File: config.mk
export PLATFORM = sky130hd
export DESIGN_NAME = sysid_check_ctrl
export DESIGN_NICKNAME = d
export VERILOG_FILES = /design/src/rtl/sysid_check_ctrl.sv
export SDC_FILE = /design/constraint.sdc
export NUM_CORES = 1
export LEC_CHECK = 0
export BUFFER_PORTS_ARGS = -buffer_cell sky130_fd_sc_hd__buf_4
export CAP_MARGIN = 25
export CORE_ASPECT_RATIO = 1.25
export CORE_MARGIN = 4
export CORE_UTILIZATION = 25
export DETAILED_ROUTE_END_ITERATION = 12
export PLACE_DENSITY = 0.54
export SYNTH_ARGS = -nofsm -noshare
export SYNTH_HDL_FRONTEND = slang
export SYNTH_SLANG_ARGS = --single-unit
File: constraint.sdc
create_clock -name clock_i -period 1.65 [get_ports clock_i]
set_input_delay 0.0825 -clock clock_i [delete_from_list [all_inputs] [get_ports clock_i]]
set_output_delay 0.0825 -clock clock_i [all_outputs]
set_load 0.005 [all_outputs]
File: src/rtl/sysid_check_ctrl.sv
// sysid_check_ctrl: boots by checking sysid ID/timestamp, then shares the slave with one host requester.
// Optional periodic re-check is enabled by defining SYSID_RECHECK_EN.
module sysid_check_ctrl #(
  parameter logic [31:0] EXPECTED_ID    = 32'd0,
  parameter logic [31:0] EXPECTED_TS    = 32'd1508275814,
  parameter logic [31:0] RECHECK_CYCLES = 32'd50_000_000
) (
  input  logic        clock_i,
  input  logic        reset_i,
  output logic        sid_address_o,
  input  logic [31:0] sid_readdata_i,
  input  logic        host_req_i,
  input  logic        host_addr_i,
  output logic        host_ack_o,
  output logic [31:0] host_rdata_o,
  output logic        check_done_o,
  output logic        id_ok_o,
  output logic [31:0] id_value_o,
  output logic [31:0] ts_value_o
);
  localparam logic [2:0] CHK_ID = 3'd0;
  localparam logic [2:0] CHK_TS = 3'd1;
  localparam logic [2:0] IDLE   = 3'd2;
  localparam logic [2:0] HOST   = 3'd3;
  localparam logic [2:0] ACK    = 3'd4;
  logic [2:0]  state_q, state_d;
  logic        addr_q, addr_d, ack_q, ack_d, done_q, done_d, ok_q, ok_d;
  logic [31:0] rdata_q, rdata_d, id_q, id_d, ts_q, ts_d;
  logic        recheck;
`ifdef SYSID_RECHECK_EN
  logic [31:0] cnt_q, cnt_d;
  logic        pend_q, pend_d, wrap;
  assign wrap    = done_q && (cnt_q == RECHECK_CYCLES - 32'd1);
  assign recheck = pend_q;
  always_comb begin
    cnt_d  = done_q ? (wrap ? 32'd0 : cnt_q + 32'd1) : cnt_q;
    // a wrap coinciding with service re-arms rather than being lost
    pend_d = wrap | (pend_q & (state_q != IDLE));
  end
  always_ff @(posedge clock_i) begin
    if (reset_i) begin
      cnt_q  <= '0;
      pend_q <= 1'b0;
    end else begin
      cnt_q  <= cnt_d;
      pend_q <= pend_d;
    end
  end
`else
  logic unused_recheck;
  assign unused_recheck = ^RECHECK_CYCLES;
  assign recheck        = 1'b0;
`endif
  always_comb begin
    state_d = state_q;
    addr_d  = addr_q;
    ack_d   = 1'b0;
    rdata_d = rdata_q;
    done_d  = done_q;
    ok_d    = ok_q;
    id_d    = id_q;
    ts_d    = ts_q;
    case (state_q)
      CHK_ID: begin
        id_d    = sid_readdata_i;
        addr_d  = 1'b1;
        state_d = CHK_TS;
      end
      CHK_TS: begin
        ts_d    = sid_readdata_i;
        done_d  = 1'b1;
        ok_d    = (id_q == EXPECTED_ID) && (sid_readdata_i == EXPECTED_TS);
        state_d = IDLE;
      end
      IDLE: begin
        addr_d  = recheck ? 1'b0 : (host_req_i ? host_addr_i : addr_q);
        state_d = recheck ? CHK_ID : (host_req_i ? HOST : IDLE);
      end
      HOST: begin
        rdata_d = sid_readdata_i;
        ack_d   = 1'b1;
        state_d = ACK;
      end
      ACK:     state_d = IDLE;
      default: state_d = CHK_ID;
    endcase
  end
  always_ff @(posedge clock_i) begin
    if (reset_i) begin
      state_q <= CHK_ID;
      addr_q  <= 1'b0;
      ack_q   <= 1'b0;
      rdata_q <= '0;
      done_q  <= 1'b0;
      ok_q    <= 1'b0;
      id_q    <= '0;
      ts_q    <= '0;
    end else begin
      state_q <= state_d;
      addr_q  <= addr_d;
      ack_q   <= ack_d;
      rdata_q <= rdata_d;
      done_q  <= done_d;
      ok_q    <= ok_d;
      id_q    <= id_d;
      ts_q    <= ts_d;
    end
  end
  assign sid_address_o = addr_q;
  assign host_ack_o    = ack_q;
  assign host_rdata_o  = rdata_q;
  assign check_done_o  = done_q;
  assign id_ok_o       = ok_q;
  assign id_value_o    = id_q;
  assign ts_value_o    = ts_q;
endmodule

==> results.md, run 1 <==
* Post-cts sizing count at 0
* Slew headroom at 0.6870
* DP Worst Slack at 0.1790 ns
* Core ar. at 0.01453 mm2
* Sequential share of the synthesized area at 0.5536
* Antenna fix cells at 0
* Min Tclk post-route at 1.476 ns
* Power density over cell area at between 1000 and 1500 mW/mm2
* EDFF count, synth at 0
* Final worst-path cycle share at 0.8944
* Post-Syn Instances at 475
* Clk_lat worst skew at 0.35 ns
* Area grow syn2layout at 46.15%
* WL final at 12490 um
* Post-DR vias/cell at 4.629
* CP Buf/Inv Count at 1
* Type of the most critical hold path: input port to flip-flop
* Post-route worst setup slack at 0.1742 ns
* Worst clock skew at 0.007594 ns
* Final Setup Violations at 0
* Leading area contributor after synthesis: dfxtp_1
* Worst Path Required at 1.86 ns
* GRT overflow at 0
* Total track usage at 0.1466
* Max incr delay on CP at 0.51 ns
* CP Max Fanout at 22
* Die area at 0.01693 mm2
* Tightest Pin Transition at between 0.4 and 0.5 ns
* Syn nets at 511
* CTS Buffer Depth at 2
* Delay-heaviest family, CP: flip-flops
* Initial antenna violation count at 0
* Routed WL per cell at 15.59 um
* # rows at 49
* Initial Util at 0.2564
* Fmax at 677.6 MHz
* Max-cap violations at 0
* Synth top area share at 0.5536
* Tot Pwr at 6.675 mW
* Cts bufs inserted at 9
* Mean Syn Cell Area at roughly 7.8 um2
* Unique masters post-synth at 24
* Number of global-route vias before repair at 3543
* Worst path cell trace: or3b_1 -> buf_4 -> nand2_1 -> a21oi_1
* Worst setup SP type: flip-flop
* IO buf count at 135
* First-pass GRT wire length at 19090 um
* Setup Crit Path Kind: flip-flop to flip-flop
* Root buf cell: clkbuf_16
* Total number of yosys warnings at 0
* Dpl hpwl at 8932 um
* Routability cong. at 0.7270
* Top_reg_cell synth: dfxtp_1
* TritonRoute pass-1 iters at 5
* Finished Cell Area at 0.005444 mm2
* Layout cells sized above 1 at 0.2665
* IO Pins at between 100 and 150
* Commonest non-fill, non-tap cell in the layout: nand2_1
* Ys async rst share at 0
* CTS tree: built
* Die width at 117.2 um
* Post-DP Area at 0.004933 mm2
* R2r setup slk at ~0.17 ns
* Synthesized flop and latch total at 103
* Mapped cell area at between 0.003 and 0.004 mm2
* Most frequent cells in the layout: nand2_1 (196), buf_4 (148), dfxtp_1 (103)
* Drt drc at 0
* Nets at 655
* Final ANT Viol Nets at 0
* DR iter-0 viols at 261
* Vias at 3708
* Clock tree sinks at 103
* Leakage at ~2.3 nW
* Final Non-Filler Cells at about 800
* Arrival @ worst endpoint at 1.69 ns
* Largest net degree at the start of global routing at approximately 100
* Fin. max-slew vios at 0
* Worst IR Drop VDD at 0.4469 mV
* Reg clk slew, reported paths at around 0.070 ns
* Top cells by area, synth: dfxtp_1 (55%), nand2_1 (20%), a21oi_1 (13%)
* Placed Instances at around 770
* CP endpoint kind: flip-flop
* RSZ-0062 raised after global routing: no
* Die H at 144.5 um
* Slowest CP cell: dfxtp_1
* H-tree levels at 3
* Hold Vio Cnt, Final at 0
* Setup TNS Final at 0 ns
* Status: finished clean
power by group:
group | leakage (nW) | switching [mW] | internal (mW)
clock | 0.155 | 0.932 | 1.37
sequential | 0.842 | 0.195 | 2.75
combinational | 1.28 | 0.766 | 0.670
total | 2.28 | 1.89 | 4.78
routing by layer:
layer,vias to the layer above,wire length [um],track usage
met2,121,6136,0.2476
met5,-,0,0
met4,0,210,0.05495
met3,15,967,0.04270
met1,1735,5176,0.1747
li1,1837,-,-
tightest hold or removal path: stages:
cell and delay, ns:
buf_4 0.13, nand2_1 0.05, a21oi_1 0.05
registers in the layout (all words and copies together) (netlist names):
register,count
ts_value_o,32
id_value_o,32
host_ack_o,1
sid_address_o,1
host_rdata_o,32
state_q,3
check_done_o,1
id_ok_o,1
cell usage after synthesis, types with 2 or more instances:
| cell type | n |
|---|---|
| nand4_1 | 4 |
| nand2_1 | 196 |
| o21ai_0 | 2 |
| nand3_1 | 2 |
| buf_2 | 16 |
| nor3_1 | 3 |
| a21oi_1 | 97 |
| dfxtp_1 | 103 |
| nor4_1 | 7 |
| clkbuf_1 | 19 |
| nor4b_1 | 4 |
| nor4bb_1 | 2 |
| nor2_1 | 9 |
repair_timing:
action,in CTS,in global routing
endpoints found under the hold margin,40,0
buffers inserted,0,0
hold buffers,19,0
logic make-up after synthesis:
group           after synthesis  share of synthesized area
compound gates              100                     0.1350
simple gates                236                     0.2684
buf+inv                      35                    0.04065
xor+xnor                      1                   0.002352
flops                       103                     0.5536
area by class of cell:
class	instances	area, um2
Sequential cell	103	2062
Fill cell	1488	9086
Tap cell	178	222.7
Clock inverter	5	81.33
Timing Repair Buffer	168	1321
Multi-Input combinational cell	337	1518
Clock buffer	10	239.0
worst paths after layout:
path / from / to / cells after the start
max: state_q[0]$_SDFF_PP0_ / ts_value_o[26]$_SDFFE_PP0N_ / 4
min: sid_readdata_i[31] / id_value_o[31]$_SDFFE_PP0P_ / 3
max reg2reg: state_q[0]$_SDFF_PP0_ / ts_value_o[26]$_SDFFE_PP0N_ / 4
min reg2reg: host_rdata_o[23]$_SDFFE_PP0P_ / host_rdata_o[23]$_SDFFE_PP0P_ / 2
through the flow:
stage,hold WS (ns),utilization
floorplan,0.2185,-
global placement,0.3559,0.3395
detailed placement,0.3645,0.3395
CTS,0.001033,0.3747
global route,0.01088,0.3747
finish,0.01388,0.3747
(Power assumes the default switching activity.)
==> run 2, diff against run 1 <==
CORE_UTILIZATION = 49   (was 25)
HOLD_SLACK_MARGIN = 0.06   (was default)
MAX_ROUTING_LAYER = met4   (was default)
PLACE_DENSITY = 0.87   (was 0.54)
==> run 2 against run 1 <==
  * Sequential cell count unchanged
  * Clock power decreased by 33%
  * Highest routed layer unchanged
  * Die area decreased by 46%
  * Largest power group unchanged
  * Sequential power about the same
==> results.md, run 2 (synthesized netlist as in run 1, its figures left out) <==
* Post-DP Area at 0.004803 mm2
* First-pass GRT wire length at 18200 um
* Routed WL per cell at roughly 16 um
* Layout cells sized above 1 at 0.2571
* Clock tree sinks at between 100 and 150
* GR peak layer: met2
* Cts bufs inserted at 9
* Max-cap violations at 0
* IO buf count at 135
* Drt drc at 0
* Root buf cell: clkbuf_8
* # rows at 35
* M3 GR Usage at 0.04769
* Worst setup SP type: flip-flop
* Status: finished clean
* Dpl hpwl at between 7000 and 8000 um
* DR iter-0 viols at 251
* Arrival @ worst endpoint at 1.75 ns
* Final worst-path cycle share at 0.9235
* Setup Fix Bufs, Post-CTS at 0
* Worst Path Required at 1.88 ns
* Worst clock skew at between 0.01 and 0.015 ns
* Clk_lat worst skew at roughly 0.35 ns
* Finished Cell Area at 0.005335 mm2
* Fmax at 656.3 MHz
* Slew headroom at 0.6033
* IO Pins at 136
* Power density over cell area at between 1000 and 1500 mW/mm2
* Initial antenna violation count at 0
* Final ANT Viol Nets at 0
* Setup Crit Path Kind: flip-flop to flip-flop
* TritonRoute pass-1 iters at 5
* M2 GR Usage at 0.4487
* Min Tclk post-route at 1.524 ns
* Commonest non-fill, non-tap cell in the layout: nand2_1
* Routability cong. at 0.8387
* Die H at 105.5 um
* Vias at 3921
* CP endpoint kind: flip-flop
* Total track usage at 0.2603
* WL final at 11640 um
* CTS Buffer Depth at 2
* Fin. max-slew vios at 0
* H-tree levels at 3
* Fill cells at 557
* Core ar. at 0.007401 mm2
* Hold Vio Cnt, Final at 0
* Post-DR vias/cell at ~5.4
* Die area at slightly above 0.009 mm2
* Leakage at 2.260 nW
* Tightest Pin Transition at roughly 0.60 ns
* Nets at between 600 and 700
* Die width at between 80 and 90 um
* CP Max Fanout at 10
* Worst IR Drop VDD at roughly 0.63 mV
* Most frequent cells in the layout: nand2_1 (196), buf_4 (145), dfxtp_1 (101)
* Placed Instances at around 680
* Final Setup Violations at 0
* Area grow syn2layout at 43.23%
* Setup TNS Final at 0 ns
* CTS tree: built
* Reg clk slew, reported paths at 0.09 ns
* M1 GR Usage at 0.2941
* Number of global-route vias before repair at 3714
* Largest net degree at the start of global routing at 59
* Final Non-Filler Cells at 727
* GRT overflow at 0
* Initial Util at 0.5033
* RSZ-0062 raised after global routing: no
* Tot Pwr at 5.915 mW
* Final Util at 0.7209
* Type of the most critical hold path: input port to flip-flop
-- run 2: repair_timing --
action	4_1_cts	5_1_grt
endpoints found under the hold margin	97	0
hold buffers	34	0
resized for setup	0	2
endpoints found under the setup margin	0	1
-- run 2: layer usage --
layer  vias to the layer above  part of all wire
met2                       175              0.52
met5                         -                 0
met4                         0             0.031
li1                       1859                 -
met1                      1855              0.39
met3                        32             0.063
-- run 2: worst max-delay path, stage by stage, from the launching register on --
cell,delay [ns]
dfxtp_1,0.59
nand3_1,0.12
nor2_1,0.10
dlygate4sd3_1,0.55
nor3_1,0.04
-- run 2: metrics by stage --
| stage | setup slack, ns | hold slack (ns) |
|---|---|---|
| 2_1_floorplan | 0.3244 | 0.2185 |
| 3_3_place_gp | 0.2655 | 0.3574 |
| 3_5_place_dp | 0.1991 | 0.3629 |
| 4_1_cts | 0.05655 | 0.1365 |
| 5_1_grt | 0.02408 | 0.1403 |
| 6_report | 0.1262 | 0.1331 |
-- run 2: report_power, final --
| part | switching (mW) | internal [mW] | total (mW) |
|---|---|---|---|
| Clock | 0.801 | 0.728 | 1.53 |
| Combinational | 0.762 | 0.679 | 1.44 |
| Sequential | 0.200 | 2.75 | 2.95 |
-- run 2: layout make-up --
type / count / area [um2] / share of cell area
antenna: 1 / 2.502 / 0.0004690
clock buffer: 11 / 141.4 / 0.02650
clock inverter: 3 / 45.04 / 0.008443
multi-input combinational: 337 / 1518 / 0.2845
sequential: 103 / 2064 / 0.3870
tap: 92 / 115.1 / 0.02158
timing repair buffer: 180 / 1449 / 0.2716
-- run 2: final timing paths --
path / startpoint / end / slack, ns / depth (start not counted)
hold reg to reg: ts_value_o[1]$_SDFFE_PP0N_ / ts_value_o[1]$_SDFFE_PP0N_ / 0.46 / 2
hold / removal: host_req_i / state_q[0]$_SDFF_PP0_ / 0.13 / 4
setup reg to reg: state_q[1]$_SDFF_PP0_ / sid_address_o$_SDFFE_PP0P_ / 0.13 / 4
setup / recovery: state_q[1]$_SDFF_PP0_ / sid_address_o$_SDFFE_PP0P_ / 0.13 / 4
==> run 3, diff against run 2 <==
CORE_MARGIN = 5   (was 4)
==> run 3 against run 2 <==
  * Worst hold slack got worse by 0.054 ns
  * Combinational power barely moved
  * Non-clock buffer count is 2 higher
  * Critical endpoint unchanged
==> results.md, run 3 (synthesized netlist as in run 1, its figures left out) <==
* Die width at 87.98 um
* Worst R2R End: sid_address_o$_SDFFE_PP0P_
* Vias at 3959
* R2r setup slk at 0.15 ns
* Fin. max-slew vios at 0
* Type of the most critical hold path: input port to flip-flop
* Slew headroom at 0.7000
* Largest net degree at the start of global routing at 104
* Layout cells sized above 1 at 0.2633
* RSZ-0062 raised after global routing: no
* Setup Crit Path Kind: flip-flop to flip-flop
* Power density over cell area at between 1000 and 1500 mW/mm2
* Slowest CP cell: dlygate4sd3_1
* Setup Fix Bufs, Post-CTS at 0
* Worst Path Required at 1.89 ns
* Routed WL per cell at 16.38 um
* TritonRoute pass-1 iters at 5
* Final Non-Filler Cells at 730
* Final ANT Viol Nets at 0
* Post-DR vias/cell at 5.423
* Number of global-route vias before repair at ~3900
* Fill cells at between 500 and 600
* Total track usage at 0.2609
* Nets at ~670
* Worst path cell trace: nor2_1 -> nand3_1 -> nor2_1 -> dlygate4sd3_1 -> nor3_1
* CTS Buffer Depth at 2
* GR peak layer: met2
* DR iter-0 viols at 409
* IO buf count at around 140
* Root buf cell: clkbuf_8
* Cts bufs inserted at 9
* Most frequent cells in the layout: nand2_1 (196), buf_4 (147), dfxtp_1 (100)
* Post-DP Area at 0.004818 mm2
* CP Max Fanout at 9
* First-pass GRT wire length at 18760 um
* Max incr delay on CP at about 0.55 ns
* CP Buf/Inv Count at 1
* Die H at 107.5 um
* Delay-heaviest family, CP: buffers and inverters
* H-tree levels at 3
* Area grow syn2layout at 44.21%
* Reg clk slew, reported paths at ~0.090 ns
* Status: finished clean
* Tightest Pin Transition at 0.4500 ns
* Final Setup Violations at 0
* GRT overflow at 0
* Worst reg2reg path startpoint: state_q[2]$_SDFF_PP0_
* Clk_lat worst skew at 0.36 ns
* Reg2reg path depth at 5
* Drt drc at 0
* Commonest non-fill, non-tap cell in the layout: nand2_1
* Finished Cell Area at 0.005371 mm2
* Die area at 0.009456 mm2
* Initial antenna violation count at 0
* M2 GR Usage at 0.4327
* Clock tree sinks at 103
* Setup TNS Final at 0 ns
* Initial Util at 0.5033
* Arrival @ worst endpoint at 1.75 ns
* Worst IR Drop VDD at 0.6945 mV
* Final worst-path cycle share at 0.9117
* IO Pins at 136
* Hold_sp: host_req_i
* Hold slack at approximately 0.08 ns
* # rows at 35
* Hold Vio Cnt, Final at 0
* CP endpoint kind: flip-flop
* Antenna fix cells at 0
* Max-cap violations at 0
* Cell depth of the worst hold path at 4
* Dpl hpwl at ~8000 um
* WL final at ~12000 um
* Min Tclk post-route at 1.504 ns
* Worst setup SP type: flip-flop
* Placed Instances at 680
* Worst clock skew at 0.005465 ns
* M1 GR Usage at 0.3016
* Routability cong. at approximately 0.85
* Leakage at 2.282 nW
* Most used cell, CP: nor2_1
* CTS tree: built
* Core ar. at 0.007401 mm2
* Fmax at 664.7 MHz
* Hold path endpoint: state_q[0]$_SDFF_PP0_
* M3 GR Usage at 0.05130
==> run 3: cell types whose count changed in the layout (fill, tap and decap cells not counted) <==
cell	delta
clkbuf_8	+1
buf_4	+2
clkinv_4	+1
dfxtp_2	+1
diode_2	-1
dfxtp_1	-1
==> run 3: what timing repair did <==
action | in CTS | in global routing
hold endpoints to repair | 97 | 0
hold buffers | 34 | 0
gates resized for setup | 0 | 3
endpoints found under the setup margin | 0 | 1
==> run 3: per-layer routing <==
metal	vias to the layer above	share of wire
li1	1863	-
met1	1856	0.38
met2	202	0.52
met3	38	0.078
met4	0	0.029
met5	-	0
==> run 3: cell type report <==
class / count / area, um2 / share of cell area
Tap cell: 92 / 115.1 / 0.02143
Timing Repair Buffer: 182 / 1464 / 0.2725
Sequential cell: 103 / 2066 / 0.3846
Multi-Input combinational cell: 337 / 1518 / 0.2826
Clock buffer: 12 / 155.1 / 0.02888
Clock inverter: 4 / 53.80 / 0.01002
==> run 3: worst max-delay path by stage <==
stage	endpoint	start	depth (start not counted)
CTS	sid_address_o$_SDFFE_PP0P_	state_q[2]$_SDFF_PP0_	5
finish	sid_address_o$_SDFFE_PP0P_	state_q[2]$_SDFF_PP0_	5
global placement	id_ok_o$_SDFFE_PP0N_	state_q[0]$_SDFF_PP0_	4
floorplan	ts_value_o[10]$_SDFFE_PP0N_	state_q[2]$_SDFF_PP0_	6
global route	sid_address_o$_SDFFE_PP0P_	state_q[2]$_SDFF_PP0_	5
detailed placement	ts_value_o[4]$_SDFFE_PP0N_	state_q[0]$_SDFF_PP0_	4
==> run 3: report_power, final <==
group	switching [mW]	internal [mW]	leakage [nW]
Sequential	0.204	2.75	0.843
Clock	0.844	0.788	0.0988
Combinational	0.778	0.687	1.34
Total	1.83	4.22	2.28
==> run 3: worst min-delay path, delay by kind of cell <==
kind          cells  cell delay, ns
buf+inv           1            0.09
simple gates      3            0.24
==> run 3: stage by stage <==
stage / total power, mW / setup slack, ns / utilization
floorplan: 3.640 / 0.3244 / -
global placement: 4.324 / 0.2821 / 0.6511
detailed placement: 4.379 / 0.2058 / 0.6511
CTS: 6.049 / 0.04727 / 0.7253
global route: 6.366 / 0.004667 / 0.7258
finish: 6.047 / 0.1457 / 0.7258
